`config.mk`:
```
export PLATFORM = sky130hd
export DESIGN_NAME = icache_arbiter
export DESIGN_NICKNAME = d
export VERILOG_FILES = /design/src/rtl/cpu_types_pkg.sv /design/src/rtl/icache_arbiter_rr_arb2.sv /design/src/rtl/icache_arbiter.sv
export SDC_FILE = /design/constraint.sdc
export NUM_CORES = 1
export LEC_CHECK = 0
export BUFFER_PORTS_ARGS = -buffer_cell sky130_fd_sc_hd__buf_2
export CORE_UTILIZATION = 36
export DETAILED_ROUTE_END_ITERATION = 10
export PLACE_DENSITY = 0.86
export SLEW_MARGIN = 20
export SYNTH_ARGS = -nofsm -noshare
export SYNTH_HDL_FRONTEND = slang
export SYNTH_SLANG_ARGS = --single-unit
export TNS_END_PERCENT = 20
```
`constraint.sdc`:
```
create_clock -name CLK -period 1.35 [get_ports CLK]
set_input_delay 0.0675 -clock CLK [delete_from_list [all_inputs] [get_ports CLK]]
set_output_delay 0.0675 -clock CLK [all_outputs]
set_load 0.01 [all_outputs]
```
`src/rtl/cpu_types_pkg.sv`:
```
// Shared CPU/memory types: RAM handshake state, word type and icache arbiter state.
package cpu_types_pkg;

  localparam int unsigned WORD_W = 32;

  typedef logic [WORD_W-1:0] word_t;

  // RAM port status as seen by the memory-side controllers.
  typedef enum logic [1:0] {
    FREE   = 2'd0,
    BUSY   = 2'd1,
    ACCESS = 2'd2,
    ERROR  = 2'd3
  } ramstate_t;

  // Icache fill arbiter state, shared with the memory controller and tracing.
  typedef enum logic {
    IDLE  = 1'b0,
    FETCH = 1'b1
  } iarb_state_t;

endpackage

```
`src/rtl/icache_arbiter_rr_arb2.sv`:
```
// Two-way round-robin grant (combinational).
//   req  : request bits, bit n = requester n
//   last : requester served most recently; the other one wins a tie
//   gnt  : one-hot grant, or zero when nothing is requested
module rr_arb2 (
  input  logic [1:0] req,
  input  logic       last,
  output logic [1:0] gnt
);

  always_comb begin
    gnt = 2'b00;
    case (req)
      2'b01:   gnt = 2'b01;
      2'b10:   gnt = 2'b10;
      2'b11:   gnt = last ? 2'b01 : 2'b10;
      default: gnt = 2'b00;
    endcase
  end

endmodule

```
`src/rtl/icache_arbiter.sv`:
```
// Arbitrates instruction fills from two icaches onto the single shared RAM read port.
//   CLK, nRST        : clock, synchronous active-low reset
//   iREN, iaddr0/1   : per-core fill request and word address
//   iwait, iload0/1  : per-core wait (low for the completion cycle) and fill data
//   dbusy / ibusy    : data side owns RAM / a fill owns RAM
//   ramREN, ramaddr  : RAM read request
//   ramload, ramstate: RAM read data and status
module icache_arbiter
  import cpu_types_pkg::*;
#(
  parameter int unsigned CPUS       = 2,
  parameter logic        RESET_LAST = 1'b1
) (
  input  logic            CLK,
  input  logic            nRST,
  input  logic [CPUS-1:0] iREN,
  input  word_t           iaddr0,
  input  word_t           iaddr1,
  output logic [CPUS-1:0] iwait,
  output word_t           iload0,
  output word_t           iload1,
  input  logic            dbusy,
  output logic            ibusy,
  output logic            ramREN,
  output word_t           ramaddr,
  input  word_t           ramload,
  input  ramstate_t       ramstate
);

  iarb_state_t state, state_d;
  logic        owner, owner_d;
  logic        last, last_d;
  word_t       addr_q, addr_d;
  logic [1:0]  gnt;

  rr_arb2 u_rr (
    .req  (iREN),
    .last (last),
    .gnt  (gnt)
  );

  // State, owner, round-robin pointer and captured fill address.
  always_ff @(posedge CLK) begin
    if (!nRST) begin
      state  <= IDLE;
      owner  <= 1'b0;
      last   <= RESET_LAST;
      addr_q <= '0;
    end else begin
      state  <= state_d;
      owner  <= owner_d;
      last   <= last_d;
      addr_q <= addr_d;
    end
  end

  // Next state and combinational handshake decode; outputs stay at defaults while in reset.
  always_comb begin
    state_d = state;
    owner_d = owner;
    last_d  = last;
    addr_d  = addr_q;
    iwait   = 2'b11;
    iload0  = '0;
    iload1  = '0;
    ramREN  = 1'b0;
    ramaddr = '0;
    ibusy   = 1'b0;

    if (nRST) begin
      case (state)
        IDLE: begin
          // Data side has priority only at fill start.
          if (!dbusy && (iREN != 2'b00)) begin
            owner_d = gnt[1];
            addr_d  = gnt[1] ? iaddr1 : iaddr0;
            state_d = FETCH;
          end
        end
        FETCH: begin
          ramREN  = 1'b1;
          ramaddr = addr_q;
          ibusy   = 1'b1;
          if (!iREN[owner]) begin
            state_d = IDLE;
          end else if (ramstate == ACCESS) begin
            iwait[owner] = 1'b0;
            if (owner) iload1 = ramload;
            else       iload0 = ramload;
            last_d  = owner;
            state_d = IDLE;
          end
          // FREE/BUSY/ERROR: keep reissuing the same read.
        end
        default: state_d = IDLE;
      endcase
    end
  end

endmodule

```
==> out/qor.tcl <==
set qor(timing.max_slew.rel_slack_pct) 73.34
set qor(final_design_instance_area_without_fill_um2) 4016
set qor(place.gp.congestion) 0.7560
set qor(comb_power_share_pct) 27.2
set qor(final_common_cell) {sky130_fd_sc_hd__buf_2}
set qor(sw_frac_of_total_pct) 29.06
set qor(synthDistinctLibCells) 30
set qor(timing.final.ws_setup_ns) -0.3156
set qor(multiInputGateArea_um2) 1665
set qor(fp.dieH_um) 85.85
set qor(drtAntennaViolNets) 0
set qor(fp.dieArea_um2) 7370
set qor(hp-start) {iaddr0[19]}
set qor(switchingPower_uw) 793.0
set qor(nFillCells) 605
set qor(synthesis.area_per_instance_um2) 7.935
set qor(power-per-cell-area_nw_per_um2) 679.3
set qor(ratio_of_final_minimum_period_to_clock_period_pct) 123.4
set qor(clkSlewWorstSetupHoldPaths_ns) 0.07
set qor(violations_in_the_final_reports) {negative setup slack}
set qor(final_period_minus_worst_setup_slack_ns) 1.666
set qor(maxCapViolCount) 0
set qor(rows) 30
set qor(timing.final.setup_violations) 98
set qor(synth_sequential_area_ratio_pct) 27.68
set qor(ff2ff_path_depth) 6
set qor(setup.worst_path.end_class) {output port}
set qor(synthToLayoutAreaGrowth_pct) 58.68
set qor(max-vdd-ir-drop_mv) 0.4706
set qor(number_of_port_buffers) 202
set qor(min_delay_worst_endpoint) {addr_q[19]$_SDFFE_PN0P_}
set qor(mappedNetlistArea_um2) 2531
set qor(timing.rr.start) {state$_SDFF_PN0_}
set qor(worstMarginPinSlew_ns) 0.4000
set qor(report.final.slew_viol_count) 0
set qor(finalHoldViolations) 0
set qor(source_to_sink_clock_delay_at_the_later_pin_of_the_worst_skew_pair_ns) 0.28
set qor(power_frac_clock_pct) 30.2
set qor(number_of_buffers_inserted_during_clock_tree_synthesis) 5
set qor(first_global_vias) 2884
set qor(hold_path.class) {primary input to register}
set qor(chipWidth_um) 85.85
set qor(clock_sinks) 35
set qor(final_net_count) 620
set qor(detail_route.vias_per_cell) 5.003
set qor(global_route.overflow_total) 0
set qor(global_route_wire_length_before_repair_mm) 13.70
set qor(regArea_um2) 705.7
set qor(setup_repair_after_global_routing_missed_its_margin) {true}
set qor(cts_hold_buffers) 0
set qor(internal-power_uw) 1935
set qor(detailed_route_wire_length_per_cell_um) 14.59
set qor(drive_gt1_share_pct) 55.02
set qor(crit_fanout) 8
set qor(initial_standard_cell_utilization_of_the_core_pct) 37.26
set qor(holdWs_ns) 0.05090
set qor(placed_area_um2) 3676
set qor(cts_root_buf) {sky130_fd_sc_hd__clkbuf_8}
set qor(most-common-layout-cells) {sky130_fd_sc_hd__buf_2 (192), sky130_fd_sc_hd__nand2_1 (64), sky130_fd_sc_hd__and2_1 (55)}
set qor(share_seq_of_total_power_pct) 42.7
set qor(max_freq_ghz) 0.6004
set qor(worst_hold_path.num_cells) 3
set qor(wirelength_mm) 8.990
set qor(finalNonFillerCells) 616
set qor(run_status) {finished with violations}
set qor(worst_ep_arrival_time_ns) 1.60
set qor(placed_cells_incl_taps) 597
set qor(setup.reg_to_reg.worst_slack_ns) 0
set qor(grt_max_degree) 35
set qor(synthesis.instances) 319
set qor(starting_drt_drc_count) 100
set qor(core_region_area_um2) 6794
set qor(num_vias) 3082
set qor(synthesis.yosys.warnings) 0
set qor(drc_errors) 0
set qor(regToRegEndpoint) {addr_q[11]$_SDFFE_PN0P_}
set qor(mappedNetlistNets) 422
set qor(detailedRoute.firstPassIterationCount) 4
set qor(crit_required_ns) 1.28
set qor(cts_buffer_depth) 2
set qor(synth.ff_latch_count) 35
set qor(total_leakage_power_uw) 0.002186
set qor(timing.critical_path.from_type) {register}
set qor(io-pin-count) 203
set qor(cts_tree) {done}
set qor(worst_clock_skew_ns) 0.004441
set qor(hpwl_mm) 6.629
set qor(grt_use_total_pct) 23.65
set qor(htree_levels) 2
set qor(critical_path_type) {register to output port}
set qor(grt_antenna_before_repair) 2
[cells by family (layout without fill, tap and decap cells)]
group / count (synthesis) / count (layout) / synth area share, %
and+or+nand+nor: 170 / 170 / 36.18
AOI/OAI and AO/OA: 72 / 72 / 27.44
buffers and inverters: 41 / 240 / 8.255
DFF: 35 / 35 / 27.68
muxes: 1 / 1 / 0.4449
other: 0 / 2 / 0
[flip-flops by register name, indices dropped and copies added, names as in the netlist]
name	cells
addr_q	32
owner	1
state	1
last	1
[power groups by stage]
stage,combinational [uW],sequential (uW),clock [uW]
after floorplan,430,1170,0
after global placement,692,1180,0
after detailed placement,713,1190,0
after CTS,735,1160,836
after global routing,807,1170,891
final,741,1160,824
[worst max-delay path, stage by stage, from the launching register on]
cell	delay, ns
sky130_fd_sc_hd__dfxtp_2	0.36
sky130_fd_sc_hd__nand2_4	0.06
sky130_fd_sc_hd__nor4_4	0.35
sky130_fd_sc_hd__buf_4	0.18
sky130_fd_sc_hd__clkbuf_16	0.14
sky130_fd_sc_hd__and2_4	0.14
sky130_fd_sc_hd__buf_6	0.09
[timing repair]
item / CTS / global route
setup buffers: 5 / 3
pin swaps: 17 / 14
cloned: 3 / 0
setup endpoints to repair: 66 / 100
gates resized for setup: 25 / 11
[cells in the mapped netlist]
library cell	count	share of area, %
sky130_fd_sc_hd__o31ai_1	1	0.30
sky130_fd_sc_hd__and2_1	64	16
sky130_fd_sc_hd__mux2_2	1	0.44
sky130_fd_sc_hd__a21bo_1	1	0.40
sky130_fd_sc_hd__a311oi_2	30	18
sky130_fd_sc_hd__inv_2	3	0.44
sky130_fd_sc_hd__clkbuf_1	17	2.5
sky130_fd_sc_hd__buf_6	5	2.2
sky130_fd_sc_hd__a311oi_1	2	0.69
sky130_fd_sc_hd__buf_1	1	0.15
sky130_fd_sc_hd__inv_1	3	0.44
sky130_fd_sc_hd__buf_2	11	2.2
sky130_fd_sc_hd__dfxtp_1	35	28
sky130_fd_sc_hd__nand2b_1	1	0.25
sky130_fd_sc_hd__nor3_2	1	0.40
sky130_fd_sc_hd__nor3_1	1	0.20
sky130_fd_sc_hd__nand2_1	66	9.8
sky130_fd_sc_hd__a32oi_1	1	0.35
sky130_fd_sc_hd__and3_1	32	7.9
sky130_fd_sc_hd__buf_4	1	0.30
sky130_fd_sc_hd__a21boi_0	1	0.30
sky130_fd_sc_hd__or2_1	1	0.25
sky130_fd_sc_hd__nor4_4	1	0.84
sky130_fd_sc_hd__a21oi_1	33	6.5
sky130_fd_sc_hd__a21boi_2	1	0.44
sky130_fd_sc_hd__o21a_1	1	0.30
sky130_fd_sc_hd__o311ai_0	1	0.35
sky130_fd_sc_hd__nor2_1	1	0.15
sky130_fd_sc_hd__nor2_2	1	0.25
sky130_fd_sc_hd__and2_4	1	0.35
[layer usage]
metal / track usage, % / wire, um / up-vias
met1: 24.06 / 3343 / 1417
met5: 0 / 0 / -
met2: 48.51 / 5010 / 148
li1: - / - / 1503
met4: 7.727 / 197 / 0
met3: 3.465 / 438 / 14
[metrics by stage]
stage | power [uW] | worst slack, ns | setup TNS [ns] | utilization [%]
final | 2728 | -0.3156 | -17.21 | 59.12
after global routing | 2873 | -0.3796 | -25.08 | 59.12
after CTS | 2734 | -0.2919 | -16.70 | 58.75
after detailed placement | 1898 | 0.02669 | 0 | 54.11
after global placement | 1872 | 0.06646 | 0 | 54.11
after floorplan | 1602 | 0.04662 | 0 | -
[cell type report]
| class | count | share of cell area (%) |
|---|---|---|
| multi-input cells | 243 | 41.46 |
| repair buffers | 226 | 34.80 |
| flip-flops and latches | 35 | 17.57 |
| well taps | 96 | 2.991 |
| clock buffers | 8 | 2.492 |
| inverters | 6 | 0.5607 |
| diodes | 2 | 0.1246 |
[how the worst max path moves through the flow]
| stage | startpoint | end | slack, ns | cells after the start |
|---|---|---|---|---|
| after floorplan | state$_SDFF_PN0_ | iload0[22] | 0.05 | 5 |
| after global placement | state$_SDFF_PN0_ | iload0[13] | 0.07 | 5 |
| after detailed placement | state$_SDFF_PN0_ | iload0[17] | 0.03 | 5 |
| after CTS | state$_SDFF_PN0_ | iload0[13] | -0.29 | 6 |
| after global routing | state$_SDFF_PN0_ | iload0[9] | -0.38 | 6 |
| final | state$_SDFF_PN0_ | iload0[9] | -0.32 | 6 |
No activity file was read; power rests on OpenSTA's default activity.
